### config.mk
export PLATFORM = sky130hd
export DESIGN_NAME = bar_drain_flat
export DESIGN_NICKNAME = d
export VERILOG_FILES = /design/src/rtl/bar_drain_if.sv /design/src/rtl/bar_drain.sv /design/src/flat_wrapper.sv
export SDC_FILE = /design/constraint.sdc
export NUM_CORES = 1
export LEC_CHECK = 0
export CAP_MARGIN = 20
export CORE_UTILIZATION = 49
export CTS_CLUSTER_DIAMETER = 30
export DETAILED_ROUTE_END_ITERATION = 8
export PLACE_DENSITY = 0.81
export SETUP_SLACK_MARGIN = 0.05
export SYNTH_ARGS = -nofsm -noshare
export SYNTH_HDL_FRONTEND = slang
export SYNTH_SLANG_ARGS = --single-unit
### constraint.sdc
create_clock -name clk -period 4.4 [get_ports clk]
set_input_delay 0.88 -clock clk [delete_from_list [all_inputs] [get_ports clk]]
set_output_delay 0.88 -clock clk [all_outputs]
set_load 0.03 [all_outputs]
### src/rtl/bar_drain_if.sv
// Bundle between bar_drain, its BAR memory port and the downstream stream consumer.
interface bar_drain_if #(
    parameter int DATA_W = 64,
    parameter int ADDR_W = 32
);
    logic              write_en_bar;
    logic [DATA_W-1:0] data_in_bar;
    logic [ADDR_W-1:0] addr_bar;
    logic [DATA_W-1:0] data_out_bar;
    logic              m_valid;
    logic              m_ready;
    logic [DATA_W-1:0] m_data;
    logic              m_last;

    modport master (
        output write_en_bar, data_in_bar, addr_bar, m_valid, m_data, m_last,
        input  data_out_bar, m_ready
    );

    modport slave (
        input  write_en_bar, data_in_bar, addr_bar, m_valid, m_data, m_last,
        output data_out_bar, m_ready
    );
endinterface

### src/rtl/bar_drain.sv
// Streams DEPTH consecutive words from a 1-cycle-latency BAR read port onto a
// valid/ready stream, with a last marker and a done handshake back to start.
//
// state  | meaning
// IDLE   | waiting for start
// RUN    | issuing reads and streaming words out
// DONE   | transfer complete, waiting for start to drop
module bar_drain #(
    parameter int DATA_W = 64,
    parameter int ADDR_W = 32,
    parameter int BASE   = 0,
    parameter int DEPTH  = 128
) (
    input  logic        clk,
    input  logic        rst_n,
    input  logic        start,
    output logic        done,
    bar_drain_if.master bus
);
    typedef enum logic [1:0] {S_IDLE, S_RUN, S_DONE} state_t;

    localparam int                IDX_W   = $clog2(DEPTH) + 1;
    localparam logic [IDX_W-1:0]  DEPTH_I = IDX_W'(DEPTH);
    localparam logic [IDX_W-1:0]  LAST_I  = IDX_W'(DEPTH - 1);
    localparam logic [ADDR_W-1:0] BASE_A  = ADDR_W'(BASE);

    state_t            state, state_nxt;
    logic [IDX_W-1:0]  rd_idx;
    logic [ADDR_W-1:0] addr_q;
    logic              in_flight, in_flight_last;
    logic [DATA_W-1:0] fifo_data [2];
    logic [1:0]        fifo_last;
    logic              wr_ptr, rd_ptr;
    logic [1:0]        fifo_cnt;
    logic              run, issue, pop, push, credit, head_last, valid;

    always_ff @(posedge clk) begin
        if (!rst_n) state <= S_IDLE;
        else        state <= state_nxt;
    end

    always_comb begin
        state_nxt = state;
        case (state)
            S_IDLE:  if (start) state_nxt = S_RUN;
            S_RUN:   if (pop && head_last) state_nxt = S_DONE;
            S_DONE:  if (!start) state_nxt = S_IDLE;
            default: state_nxt = S_IDLE;
        endcase
    end

    always_comb begin
        done = (state == S_DONE);
        run  = (state == S_RUN);
    end

    assign valid     = (fifo_cnt != 2'd0);
    assign head_last = fifo_last[rd_ptr];
    assign pop       = valid && bus.m_ready;
    assign push      = in_flight;
    // Space must be reserved for the read still in the memory pipeline.
    assign credit    = ({1'b0, fifo_cnt} + {2'b00, in_flight} - {2'b00, pop}) < 3'd2;
    assign issue     = run && (rd_idx < DEPTH_I) && credit;

    always_ff @(posedge clk) begin
        if (!rst_n) begin
            rd_idx         <= '0;
            addr_q         <= '0;
            in_flight      <= 1'b0;
            in_flight_last <= 1'b0;
            fifo_data[0]   <= '0;
            fifo_data[1]   <= '0;
            fifo_last      <= '0;
            wr_ptr         <= 1'b0;
            rd_ptr         <= 1'b0;
            fifo_cnt       <= '0;
        end else begin
            if (state == S_IDLE && start) begin
                addr_q <= BASE_A;
                rd_idx <= '0;
            end else if (issue) begin
                rd_idx <= rd_idx + 1'b1;
                if (rd_idx != LAST_I) addr_q <= addr_q + 1'b1;
            end
            in_flight      <= issue;
            in_flight_last <= (rd_idx == LAST_I);
            if (push) begin
                fifo_data[wr_ptr] <= bus.data_out_bar;
                fifo_last[wr_ptr] <= in_flight_last;
                wr_ptr            <= ~wr_ptr;
            end
            if (pop) rd_ptr <= ~rd_ptr;
            fifo_cnt <= fifo_cnt + {1'b0, push} - {1'b0, pop};
        end
    end

    assign bus.write_en_bar = 1'b0;
    assign bus.data_in_bar  = '0;
    assign bus.addr_bar     = addr_q;
    assign bus.m_valid      = valid;
    assign bus.m_data       = valid ? fifo_data[rd_ptr] : '0;
    assign bus.m_last       = valid && head_last;
endmodule

### src/flat_wrapper.sv
// flat-port wrapper written by rule: the top's interface ports become plain ports
module bar_drain_flat 
#(
    parameter int DATA_W = 64,
    parameter int ADDR_W = 32,
    parameter int BASE   = 0,
    parameter int DEPTH  = 128
)
  (clk, rst_n, start, done, bus_write_en_bar, bus_data_in_bar, bus_addr_bar, bus_m_valid, bus_m_data, bus_m_last, bus_data_out_bar, bus_m_ready);
  bar_drain_if #(.DATA_W(DATA_W), .ADDR_W(ADDR_W)) bus_i ();
  input  logic clk;
  input  logic rst_n;
  input  logic start;
  output logic done;
  output wire logic [$bits(bus_i.write_en_bar)-1:0] bus_write_en_bar;
  output wire logic [$bits(bus_i.data_in_bar)-1:0] bus_data_in_bar;
  output wire logic [$bits(bus_i.addr_bar)-1:0] bus_addr_bar;
  output wire logic [$bits(bus_i.m_valid)-1:0] bus_m_valid;
  output wire logic [$bits(bus_i.m_data)-1:0] bus_m_data;
  output wire logic [$bits(bus_i.m_last)-1:0] bus_m_last;
  input wire logic [$bits(bus_i.data_out_bar)-1:0] bus_data_out_bar;
  input wire logic [$bits(bus_i.m_ready)-1:0] bus_m_ready;
  assign bus_write_en_bar = bus_i.write_en_bar;
  assign bus_data_in_bar = bus_i.data_in_bar;
  assign bus_addr_bar = bus_i.addr_bar;
  assign bus_m_valid = bus_i.m_valid;
  assign bus_m_data = bus_i.m_data;
  assign bus_m_last = bus_i.m_last;
  assign bus_i.data_out_bar = bus_data_out_bar;
  assign bus_i.m_ready = bus_m_ready;
  bar_drain #(.DATA_W(DATA_W), .ADDR_W(ADDR_W), .BASE(BASE), .DEPTH(DEPTH)) u_core (.clk(clk), .rst_n(rst_n), .start(start), .done(done), .bus(bus_i));
endmodule
==> impl_metrics.py <==
metrics = {
    "outcome": {
        "status": "completed",
    },
    "timing": {
        "fin_crit_ns": 4.04,
        "skew_ns": 0.0127,
        "whs_ns": 0.480,
        "setup_tns_ns": 0,
        "relSlewSlack_pct": 35.5,
        "fin_crit_sh_pct": 91.9,
        "setup_ws_ns": 0.358,
        "rsz0062_at_grt": "false",
        "worstMarginPinSlew_ns": 0.964,
        "fmax_ghz": 0.247,
        "slew_violations": 0,
        "setup_viol_count_final": 0,
        "hold_viol_final": 0,
    },
    "critical_path": {
        "cp.required_ns": 4.75,
        "worstPathArrival_ns": 4.39,
        "cp_top_family": "simple AND/OR/NAND/NOR gates",
        "crit_path_max_incr_delay_ns": 0.54,
        "worst_setup_path_end_kind": "flop",
        "path_max_fanout": 25,
        "slowest_stage": "or4_1",
        "critPathKind": "in2reg",
        "crit_path_cell_trace": "clkdlybuf4s50_1 > and2_1 > ha_1 > inv_1 > ha_1 > fa_1 > or4b_1 > or4_1 > buf_4 > or4_1 > a21oi_1",
        "r2r-end": "u_core.bus.addr_bar[17]$_SDFFE_PP0P_",
        "critPathLaunchType": "input port",
        "r2r_cells": 12,
        "rrSetupSlack_ns": 0.66,
        "cp_num_buf_inv": 3,
        "r2r_start": "u_core.fifo_cnt[1]$_SDFF_PN0_",
    },
    "synth": {
        "yosysSeqAreaShare_pct": 56.0,
        "synthFlopType": "edfxtp_1",
        "yosysMostFrequentCell": "and2_1",
        "syn_area_um2": 8690,
        "synth.top_cells.by_area": "edfxtp_1 (44%), dfxtp_1 (12%), and2_1 (9.7%), mux2i_1 (8.3%), buf_4 (5.6%)",
        "yosysWarnings": 0,
        "yosys_register_bits": 179,
        "netlist.top_cell.by_area": "edfxtp_1",
        "synth.top_cell.area_share_pct": 44.2,
        "async_flop_share_pct": 0,
        "synth.avg_cell_area_um2": 11.1,
        "synth_common_cells": "and2_1 (135), edfxtp_1 (128), nor2_1 (80)",
        "synthDistinctLibCells": 41,
        "syn_inst": 781,
        "synth_edf_count": 128,
    },
    "power_and_ir_drop": {
        "leakagePower_nw": 3.86,
        "seq_power_share_pct": 38.9,
        "switching_share_pct": 36.2,
        "pwr-share-comb_pct": 34.5,
        "ir_drop_uv": 463,
        "p_per_area_nw_per_um2": 498,
        "switching_power_mw": 1.97,
        "p_int_mw": 3.47,
        "clkPwrFrac_pct": 26.6,
        "total_power_mw": 5.44,
    },
    "clock_network": {
        "cts_buffer_depth": 2,
        "cts_buffers": 17,
        "h-tree-depth": 4,
        "cts_tree": "done",
        "clock_latency_ns": 0.43,
        "post_cts_resize_count": 0,
        "clk_pin_slew_ns": 0.07,
        "clkSinkCount": 179,
        "post_cts_buffers": 0,
        "cts-root-buf": "clkbuf_16",
        "hold_buffers": 0,
    },
    "floorplan": {
        "io_pins": 232,
        "die_w_um": 135,
        "start_util_pct": 50.2,
        "die_height_um": 135,
        "rows": 48,
        "dieArea_um2": 18300,
        "core_area_um2": 17300,
    },
    "grt": {
        "grt_pass1_wl_um": 29000,
        "grt_max_degree": 67,
        "grt_pass1_vias": 5731,
        "antenna_found_initial": 1,
        "grt-ovfl-total": 0,
        "track_usage_pct": 20.6,
    },
    "finish": {
        "multi_input_area_um2": 3410,
        "area_growth_syn_to_layout_pct": 25.7,
        "final_cells": 1174,
        "post-route-util_pct": 63.2,
        "stdcell_area_um2": 10900,
        "fillers": 1414,
        "num-nets-final": 1009,
        "seqCellArea_um2": 4870,
        "layout-drive-gt1-share_pct": 5.27,
        "antenna_cells": 0,
    },
    "detailed_routing": {
        "wl_per_cell_um": 16.0,
        "routed_wl_um": 18800,
        "drt_iter0_drc": 327,
        "drtAntennaViolNets": 0,
        "via_count": 6108,
        "drc": 0,
        "first_pass_iters": 4,
        "vias_per_cell": 5.20,
    },
    "min_path": {
        "worstHoldStart": "u_core.in_flight_last$_SDFF_PN0_",
        "hold_class": "reg2reg",
        "hold_path_end": "u_core.fifo_last[0]$_SDFFE_PN0P_",
        "holdPathStages": 1,
    },
    "placement": {
        "post_dp_cell_area_um2": 10400,
        "dp_slack_ns": -0.0889,
        "portBuffers": 166,
        "dp_cells": 1142,
        "hpwl_um": 12400,
        "routabilityCongestion": 0.834,
    },
    "run": {
        "maxCapViolations": 0,
    },
}
==> logic make-up (layout without fill, tap and decap cells) <==
family	after synthesis	in the layout	share of synthesized area, %
AND/OR/NAND/NOR	337	337	21.5
flip-flops	179	179	56.0
buffers and inverters	116	220	7.93
multiplexers	72	72	8.29
AO/OA/AOI/OAI	60	60	4.38
XOR/XNOR	11	11	1.11
adder cells (fa/ha/maj)	5	5	0.806
other	1	65	0.0431
==> layer usage <==
metal  wire length, µm  up-vias  GRT usage [%]
met4               395        2           7.49
met2              9520      186           35.1
li1                  -     2957              -
met5                11        -              0
met3               923       24           4.68
met1              7900     2939           25.4
==> worst max-delay path by stage <==
| stage | start | to | depth (start not counted) |
|---|---|---|---|
| after detailed placement | bus_m_ready | u_core.bus.addr_bar[17]$_SDFFE_PP0P_ | 11 |
| after global routing | bus_m_ready | u_core.bus.addr_bar[22]$_SDFFE_PP0P_ | 11 |
| after global placement | bus_m_ready | u_core.bus.addr_bar[22]$_SDFFE_PP0P_ | 11 |
| final | bus_m_ready | u_core.bus.addr_bar[17]$_SDFFE_PP0P_ | 11 |
| after CTS | bus_m_ready | u_core.bus.addr_bar[17]$_SDFFE_PP0P_ | 11 |
| after floorplan | bus_m_ready | u_core.bus.addr_bar[24]$_SDFFE_PP0P_ | 12 |
==> flip-flops by register name, summed over array words and instances, names as in the netlist, named ones only <==
signal	flops
u_core.fifo_last	2
u_core.bus.addr_bar	32
u_core.in_flight	1
u_core.in_flight_last	1
u_core.rd_idx	8
u_core.fifo_cnt	2
u_core.fifo_data	128
u_core.wr_ptr	1
u_core.rd_ptr	1
u_core.state	2
==> worst register-to-register path: stages, from the launching register on <==
cell	delay, ns
dfxtp_1	0.38
nor2_4	0.13
inv_1	0.05
and2_1	0.17
ha_1	0.29
inv_1	0.05
ha_1	0.19
fa_1	0.49
or4b_1	0.49
or4_1	0.54
buf_4	0.23
or4_1	0.53
a21oi_1	0.14
==> power by group through the flow <==
| stage | registers (mW) | clock network, mW | logic [mW] |
|---|---|---|---|
| after floorplan | 2.10 | 0 | 1.26 |
| after global placement | 2.14 | 0 | 1.87 |
| after detailed placement | 2.16 | 0 | 1.89 |
| after CTS | 2.12 | 1.47 | 1.89 |
| after global routing | 2.13 | 1.53 | 2.01 |
| final | 2.12 | 1.45 | 1.88 |
==> placed cells by master (no fill, tap or decap), drive strengths merged, types with 8 or more instances in the layout <==
cell / netlist / routed
a21oi: 26 / 26
and2: 135 / 135
buf: 75 / 13
clkbuf: 32 / 18
clkdlybuf4s50: 0 / 166
conb: 1 / 65
dfxtp: 51 / 51
edfxtp: 128 / 128
inv: 9 / 17
mux2i: 72 / 72
nand2: 29 / 29
nand3: 14 / 14
nand4: 9 / 9
nor2: 80 / 80
nor4: 8 / 8
o31ai: 17 / 17
or3: 12 / 12
or4: 20 / 20
==> final cells by class <==
class | instances | share of cell area, %
clock buffers | 18 | 3.93
multi-input cells | 550 | 31.2
inverters | 9 | 0.309
well taps | 225 | 2.58
clock inverters | 14 | 1.25
flip-flops and latches | 179 | 44.6
repair buffers | 179 | 16.2
(Power assumes the default switching activity.)
